## src/rtl/i2s_pkg.sv

```systemverilog
// Shared constants for the I2S/TDM receiver: framing mode encodings
// and default word, slot and channel geometry.
package i2s_pkg;

  localparam int MODE_I2S = 0;
  localparam int MODE_LJ  = 1;

  localparam int DEF_DATA_W   = 24;
  localparam int DEF_SLOT_W   = 32;
  localparam int DEF_CHANNELS = 2;

endpackage

```

## src/rtl/sync_edge.sv

```systemverilog
// 2-FF synchronizer for W async inputs; with EDGE=1 a third stage
// flags rising edges. Ports: i_d async in, o_lvl synced, o_rise edge.
module sync_edge #(
  parameter int W    = 1,
  parameter bit EDGE = 1'b1
) (
  input  logic         clk,
  input  logic         rst,
  input  logic [W-1:0] i_d,
  output logic [W-1:0] o_lvl,
  output logic [W-1:0] o_rise
);

  logic [W-1:0] r_s1;
  logic [W-1:0] r_s2;

  always_ff @(posedge clk) begin
    if (!rst) begin
      r_s1 <= '0;
      r_s2 <= '0;
    end else begin
      r_s1 <= i_d;
      r_s2 <= r_s1;
    end
  end

  assign o_lvl = r_s2;

  if (EDGE) begin : g_edge
    logic [W-1:0] r_s3;

    always_ff @(posedge clk) begin
      if (!rst) r_s3 <= '0;
      else      r_s3 <= r_s2;
    end

    assign o_rise = r_s2 & ~r_s3;
  end else begin : g_lvl
    assign o_rise = '0;
  end

endmodule

```

## src/rtl/i2s_rx_tdm.sv

```systemverilog
// I2S / left-justified TDM receiver: deserializes CHANNELS slots per
// frame into DATA_W words and presents them on a valid/ready port.
// Ports: clk, rst (sync, active-low); bclk, lrclk, sdi async serial
// inputs; en ADC enable; adc_valid/adc_ready/adc_chan/adc_data word
// output; locked, frame_err (pulse), overrun (sticky) status.
module i2s_rx_tdm
  import i2s_pkg::*;
#(
  parameter int DATA_W   = DEF_DATA_W,
  parameter int SLOT_W   = DEF_SLOT_W,
  parameter int CHANNELS = DEF_CHANNELS,
  parameter int MODE     = MODE_I2S
) (
  input  logic                        clk,
  input  logic                        rst,
  input  logic                        lrclk,
  input  logic                        bclk,
  input  logic                        sdi,
  output logic                        en,
  output logic                        adc_valid,
  input  logic                        adc_ready,
  output logic [$clog2(CHANNELS)-1:0] adc_chan,
  output logic [DATA_W-1:0]           adc_data,
  output logic                        locked,
  output logic                        frame_err,
  output logic                        overrun
);

  localparam int TOT = CHANNELS * SLOT_W;
  localparam int CW  = $clog2(TOT);
  localparam int SW  = $clog2(SLOT_W);
  localparam int CHW = $clog2(CHANNELS);

  localparam logic [CW-1:0] LAST_POS = CW'(TOT - 1);

  logic              w_ev;
  logic              w_unused_blvl;
  logic [1:0]        w_lvl;
  logic [1:0]        w_unused_rise;
  logic              w_lr;
  logic              w_sd;
  logic              w_fs;
  logic [CW-1:0]     w_pos;
  logic [CW-1:0]     w_pos_nx;
  logic [SW-1:0]     w_bit;
  logic [CHW-1:0]    w_slot;
  logic              w_in_data;
  logic              w_last_dbit;
  logic              w_sync_ok;
  logic              w_err;
  logic              w_cap;
  logic              w_load;
  logic [DATA_W-1:0] w_word;

  logic              r_en;
  logic              r_valid;
  logic              r_locked;
  logic              r_ferr;
  logic              r_ovr;
  logic [DATA_W-1:0] r_data;
  logic [CHW-1:0]    r_chan;
  logic              r_lr_prev;
  logic [CW-1:0]     r_next;
  logic [DATA_W-2:0] r_sh;

  sync_edge #(
    .W    (1),
    .EDGE (1'b1)
  ) u_bclk (
    .clk    (clk),
    .rst    (rst),
    .i_d    (bclk),
    .o_lvl  (w_unused_blvl),
    .o_rise (w_ev)
  );

  // lrclk and sdi share latency with the bclk level stage, so both
  // are valid together in the bit-event cycle.
  sync_edge #(
    .W    (2),
    .EDGE (1'b0)
  ) u_lvl (
    .clk    (clk),
    .rst    (rst),
    .i_d    ({lrclk, sdi}),
    .o_lvl  (w_lvl),
    .o_rise (w_unused_rise)
  );

  assign w_lr = w_lvl[1];
  assign w_sd = w_lvl[0];

  assign w_fs = w_ev & r_lr_prev & ~w_lr;

  // Position of the bit sampled now. A sync forces alignment: in I2S
  // the current bit is the frame's last, in LJ it is slot 0's MSB.
  always_comb begin
    w_pos = r_next;
    if (w_fs) w_pos = (MODE == MODE_LJ) ? '0 : LAST_POS;
  end

  assign w_pos_nx = (w_pos == LAST_POS) ? '0 : w_pos + CW'(1);

  assign w_bit  = w_pos[SW-1:0];
  assign w_slot = w_pos[CW-1:SW];

  assign w_in_data   = int'(w_bit) < DATA_W;
  assign w_last_dbit = int'(w_bit) == DATA_W - 1;

  // Where a well-formed stream would place this sync.
  assign w_sync_ok = (MODE == MODE_LJ) ? (r_next == '0)
                                       : (r_next == LAST_POS);

  assign w_err  = w_fs & r_locked & ~w_sync_ok;
  assign w_word = {r_sh, w_sd};
  assign w_cap  = w_ev & r_locked & w_last_dbit & ~w_err;
  assign w_load = w_cap & (~r_valid | adc_ready);

  always_ff @(posedge clk) begin
    if (!rst) begin
      r_en      <= 1'b0;
      r_valid   <= 1'b0;
      r_locked  <= 1'b0;
      r_ferr    <= 1'b0;
      r_ovr     <= 1'b0;
      r_data    <= '0;
      r_chan    <= '0;
      r_lr_prev <= 1'b0;
      r_next    <= '0;
      r_sh      <= '0;
    end else begin
      r_en   <= 1'b1;
      r_ferr <= w_err;
      if (w_ev) begin
        r_lr_prev <= w_lr;
        r_next    <= w_pos_nx;
        // Restarting at bit 0 discards any partial word.
        if (w_in_data) begin
          if (w_bit == '0) r_sh <= {{(DATA_W-2){1'b0}}, w_sd};
          else             r_sh <= w_word[DATA_W-2:0];
        end
        if (w_fs) r_locked <= 1'b1;
      end
      if (w_load) begin
        r_data  <= w_word;
        r_chan  <= w_slot;
        r_valid <= 1'b1;
      end else if (r_valid && adc_ready) begin
        r_valid <= 1'b0;
      end
      if (w_cap && r_valid && !adc_ready) r_ovr <= 1'b1;
    end
  end

  assign en        = r_en;
  assign adc_valid = r_valid;
  assign adc_chan  = r_chan;
  assign adc_data  = r_data;
  assign locked    = r_locked;
  assign frame_err = r_ferr;
  assign overrun   = r_ovr;

endmodule

```

## config.mk

```make
export PLATFORM = sky130hd
export DESIGN_NAME = i2s_rx_tdm
export DESIGN_NICKNAME = d
export VERILOG_FILES = /design/src/rtl/i2s_pkg.sv /design/src/rtl/sync_edge.sv /design/src/rtl/i2s_rx_tdm.sv
export SDC_FILE = /design/constraint.sdc
export NUM_CORES = 1
export LEC_CHECK = 0
export BUFFER_PORTS_ARGS = -buffer_cell sky130_fd_sc_hd__buf_4
export CORE_MARGIN = 5
export CORE_UTILIZATION = 45
export CTS_BUF_LIST = sky130_fd_sc_hd__clkbuf_16
export DETAILED_ROUTE_END_ITERATION = 16
export HOLD_SLACK_MARGIN = 0.03
export REMOVE_ABC_BUFFERS = 1
export SLEW_MARGIN = 20
export SYNTH_ARGS = -nofsm -noshare
export SYNTH_HDL_FRONTEND = slang
export SYNTH_SLANG_ARGS = --single-unit
```

## constraint.sdc

```tcl
create_clock -name clk -period 2.35 [get_ports clk]
set_input_delay 0.47 -clock clk [delete_from_list [all_inputs] [get_ports clk]]
set_output_delay 0.47 -clock clk [all_outputs]
set_load 0.005 [all_outputs]
```

# ---- Word level (Yosys, flattened, before mapping)
# Index checks and enable logic that the tools add are counted.
dict set report op_classes {
  mux 6
  n_addsub 1
  reduce_logical 8
  n_lt_le_gt_ge 1
  n_bitwise 15
  eq_ne 3
}
# operator count
set ops {}
lappend ops {{two-way mux 23 bit} 1}
lappend ops {{equality test 6 bit (second input constant)} 2}
lappend ops {{two-way mux 6 bit} 2}
lappend ops {{bitwise AND 1 bit} 9}
lappend ops {{adder 6 x 1 -> 6 bit (second input constant)} 1}
lappend ops {{equality test 5 bit (second input constant)} 1}
lappend ops {{zero test 5 bit} 1}
lappend ops {{< comparator 5 bit (second input constant)} 1}
lappend ops {{inverter 1 bit} 5}
lappend ops {{AND reduction 2 bit} 2}
lappend ops {{logical AND 1 bit} 3}
lappend ops {{two-way mux 1 bit} 3}
lappend ops {{nonzero test 2 bit} 1}
lappend ops {{zero test 1 bit} 1}
lappend ops {{bitwise OR 1 bit} 1}
dict set report word_totals {
  input_bits 6
  out_inout_bits 30
  regBits 67
  wordCells 49
}

# ---- Logic depth before layout (Yosys ltp)
dict set report depth {
  ltp_word 10
  depth_mapped 12
  depth_no_buf 9
}

# ---- Hierarchy
# From an unflattened synthesis, not the netlist that was laid out.
dict set report unflattened {
  cells_unflattened 298
  area_unflattened_um2 2626.3
}
# module seq_area_each_um2 n_inst cells_each area_per_inst_um2
set modules_own_cells {}
lappend modules_own_cells {i2s_rx_tdm 1201.2 1 280 2409.8}
lappend modules_own_cells {{sync_edge (u_lvl)} 80.1 1 11 123.9}
lappend modules_own_cells {{sync_edge (u_bclk)} 60.1 1 7 92.6}

# ---- Least setup slack after synthesis
# OpenSTA, ideal clock, no wires.
dict set report synth_timing {
  path_kind {reg2reg}
  startpoint {register u_bclk.g_edge.r_s3}
  endpoint {register r_data[10], in the netlist adc_data[10]}
  required_time_ps 2278
  t_arrival_ps 2092
  setup_slack_ps 186
  path_stages_with_launch 12
  n_path_buf 3
  cell_sequence {dfxtp_1 > nand2b_1 > clkbuf_1 > nor2_1 > or2_2 > ha_1 > nand3b_1 > nor4_4 > and2b_1 > buf_6 > buf_12 > mux2i_1}
}
dict set report synth_between {
  elab_chain_cells 9
  elab_cells_between_ends 13
  cone_classes {1 x eq/ne; 1 x mux; 11 x bitwise}
}
# item line
set synth_rtl {}
lappend synth_rtl {{start, declared} sync_edge.sv:30} ;# logic [W-1:0] r_s3;
lappend synth_rtl {{start signal, assigned} sync_edge.sv:34} ;# else r_s3 <= r_s2;
lappend synth_rtl {{inverter 1 bit *} sync_edge.sv:37} ;# assign o_rise = r_s2 & ~r_s3;
lappend synth_rtl {{bitwise AND 1 bit *} sync_edge.sv:37}
lappend synth_rtl {{bitwise AND 1 bit (2 in series)} i2s_rx_tdm.sv:93} ;# assign w_fs = w_ev & r_lr_prev & ~w_lr;
lappend synth_rtl {{two-way mux 6 bit / bitwise AND 1 bit (equally long branches)} {i2s_rx_tdm.sv:99, i2s_rx_tdm.sv:114}}
lappend synth_rtl {{equality test 5 bit / bitwise AND 1 bit (equally long branches)} {i2s_rx_tdm.sv:108, i2s_rx_tdm.sv:114}}
lappend synth_rtl {{bitwise AND 1 bit / inverter 1 bit (equally long branches)} i2s_rx_tdm.sv:116} ;# assign w_cap = w_ev & r_locked & w_last_dbit & ~w_err;
lappend synth_rtl {{bitwise AND 1 bit *} i2s_rx_tdm.sv:116}
lappend synth_rtl {{bitwise AND 1 bit *} i2s_rx_tdm.sv:117} ;# assign w_load = w_cap & (~r_valid | adc_ready);
lappend synth_rtl {{end signal, assigned} i2s_rx_tdm.sv:145} ;# r_data <= w_word;
lappend synth_rtl {{end, declared} i2s_rx_tdm.sv:60} ;# logic [DATA_W-1:0] r_data;
# Every way passes the cells marked *; elsewhere a longest branch is shown, timed or not.
# A chain may end at the register's enable or synchronous reset.

# ---- Final worst setup path
dict set report layout_timing {
  startpoint {register u_bclk.g_edge.r_s3}
  endpoint {register r_data[9], in the netlist adc_data[9]}
}
# The elaborated chain is that of the path after synthesis.

==> results.json <==
{
  "num_rows": 28,
  "ioPinCount": 36,
  "syn_area_per_cell_um2": 9.06,
  "fin_crit_sh_pct": 94.7,
  "syn_inst": 300,
  "ant_nets": 0,
  "drt_iter0_markers": 142,
  "synth_edf_count": 0,
  "synthTopCellsByArea": "dfxtp_1 49%, nand2_1 11%, mux2i_1 9.2%",
  "grt_pass1_wl_um": 8810,
  "die_h_um": 87.7,
  "cts_tree": "built",
  "syn_to_final_growth_pct": 25.2,
  "nNetsFinal": 343,
  "design_area_mm2": 0.00340,
  "drc_errors": 0,
  "fmax_ghz": 0.449,
  "ys.flop_type": "dfxtp_1",
  "num_vias": 2094,
  "drv_cap": 0,
  "grt_max_degree": 49,
  "antenna_cells": 0,
  "critPathMaxFanout": 6,
  "wl_per_cell_um": 13.3,
  "grt.total_usage_pct": 14.6,
  "synth-async-reset-ratio_pct": 0,
  "tightestPinTransition_ns": 0.468,
  "num-fill-cells": 541,
  "worstSkewPairLatency_ns": 0.32,
  "routed_wl_um": 5510,
  "vdd_drop_max_v": 0.000508,
  "antenna_found_initial": 0,
  "synth_top_area_share_pct": 49.3,
  "hp-class": "in -> reg",
  "synth_area_leader_cell": "dfxtp_1",
  "final-setup-viol-count": 0,
  "drive_above_1_share_pct": 20.1,
  "gp_congestion": 0.780,
  "seq_area_frac_synth_pct": 49.3,
  "cts_root_buf": "clkbuf_16",
  "finalClockSkew_ns": 0.00766,
  "die-area_mm2": 0.00770,
  "status": "finished, final reports clean",
  "numCtsBuffers": 9,
  "seq_area_mm2": 0.00134,
  "overflow": 0,
  "worst_setup_path_end_kind": "flip-flop",
  "crit_path_start_kind": "flip-flop",
  "io_buffers": 35,
  "cts_buffer_depth": 2,
  "initial_utilization_pct": 46.2,
  "whs_ns": 0.357,
  "first_global_vias": 1932,
  "dp_hpwl_um": 3140,
  "place_area_mm2": 0.00302,
  "postLayoutCoreUtil_pct": 57.8,
  "slew-limit-headroom_pct": 68.8,
  "leakagePower_nw": 1.24,
  "arrival_ns": 2.47,
  "power_density_mw_per_mm2": 727,
  "synth_common_cells": "81 x nand2_1, 67 x dfxtp_1, 28 x a21boi_0, 28 x nand3_1, 25 x mux2i_1",
  "synth_cell_types": 34,
  "post-synth-top-count-cell": "nand2_1",
  "yosys_register_bits": 67,
  "period_minus_slack_ns": 2.22,
  "netlist_area_mm2": 0.00272,
  "critPathKind": "reg -> reg",
  "multiInputGateArea_mm2": 0.00127,
  "yosysWarnings": 0,
  "setup_tns_ns": 0,
  "firstDrtPassIters": 4,
  "vias_per_cell": 5.06,
  "clkTransAtPathRegs_ns": 0.05,
  "hold_viol": 0,
  "cts_max_level": 3,
  "fp.dieW_um": 87.7,
  "slew_viol_final": 0,
  "core-area_mm2": 0.00589,
  "required_ns": 2.60,
  "clkSinkCount": 67
}
## routing by layer
| metal | part of all wire (%) | GRT usage [%] |
|---|---|---|
| met1 | 51 | 19.0 |
| met2 | 43 | 21.8 |
| met3 | 3.8 | 3.48 |
| met4 | 2.2 | 9.21 |
| met5 | 0 | 0 |
## metrics by stage
stage,instances,total power [W],setup slack [ns]
2_1_floorplan,277,0.00121,-0.298
3_3_place_gp,395,0.00126,0.225
3_5_place_dp,395,0.00126,0.0894
4_1_cts,410,0.00249,0.0704
5_1_grt,414,0.00256,-0.0174
6_report,414,0.00247,0.125
## cell usage in the layout (no fill, tap or decap)
master     synthesis  layout
a21boi_0          28      28
a21o_1             1       1
a21oi_1            4       4
a31oi_1            1       1
a41oi_1            1       1
and2_1             7       7
and2b_1            2       1
and2b_4            0       1
and3_1             3       3
buf_12             2       2
buf_4              0      42
buf_6              2       1
bufinv_16          0       1
clkbuf_16          0      11
clkinv_1           0       2
clkinv_2           0       1
dfxtp_1           67      66
dfxtp_2            0       1
ha_1               2       1
ha_4               0       1
inv_1              2       4
mux2i_1           25      25
nand2_1           81      81
nand2b_4           1       3
nand3_1           28      28
nand3b_1           1       1
nand4_1            1       1
nand4b_1           1       1
nor2_1             4       3
nor2_4             0       1
nor2b_1            3       3
nor3_1             1       1
nor3b_1            1       1
nor4_1             1       1
nor4_4             1       1
o21a_1             2       2
o21ai_0            3       3
o221a_2            1       1
or2_2              1       1
or4b_1             1       1
## power by group
| group | internal [W] | switching, W | total [W] |
|---|---|---|---|
| clock | 0.000796 | 0.000442 | 0.00124 |
| sequential | 0.00115 | 0.00000609 | 0.00115 |
| combinational | 0.0000305 | 0.0000526 | 0.0000830 |
| total | 0.00197 | 0.000500 | 0.00247 |
## path summary, 6_finish.rpt
kind / startpoint / to / slack (ns) / depth (start not counted)
worst max-delay path: u_bclk.g_edge.r_s3$_SDFF_PN0_ / adc_data[9]$_SDFFE_PN0P_ / 0.13 / 10
worst min-delay path: sdi / u_lvl.r_s1[0]$_SDFF_PN0_ / 0.36 / 2
worst max register to register: u_bclk.g_edge.r_s3$_SDFF_PN0_ / adc_data[9]$_SDFFE_PN0P_ / 0.13 / 10
worst min register to register: u_bclk.r_s1$_SDFF_PN0_ / u_bclk.o_lvl$_SDFF_PN0_ / 0.43 / 1
## cell families after synthesis
logic type      Yosys count  synth area share (%)
fa+ha+maj                 2                 0.920
mux                      25                  9.20
flops                    67                  49.3
simple gates            140                  24.3
compound gates           41                  10.8
buf+inv                  25                  5.43
## sequential cells by signal (all words and copies together), names as in the netlist, 2 cells and up
name / cells
adc_data: 24
u_lvl.r_s1: 2
r_next: 6
u_lvl.o_lvl: 2
r_sh: 23
## layout make-up
cell class	count	area share [%]
multi-input cells	208	37.2
flip-flops and latches	67	39.4
well taps	75	2.76
repair buffers	47	12.2
clock buffers	9	6.62
clock inverters	6	1.47
inverters	2	0.221
## critical path, cell delays in order (launching register included)
cell,delay (ns)
dfxtp_1,0.32
nand2b_4,0.15
nor2_4,0.12
nor2_1,0.06
inv_1,0.11
ha_4,0.17
nand3b_1,0.19
nor4_4,0.37
and2b_4,0.30
clkbuf_16,0.19
mux2i_1,0.18
## repair_timing
action                                 in CTS  in global routing
setup endpoints to repair                   0                 24
buffers inserted                            0                  1
endpoints found under the hold margin       0                  0
gates resized for setup                     0                 10
hold buffers                                0                  0
(Power assumes the default switching activity.)
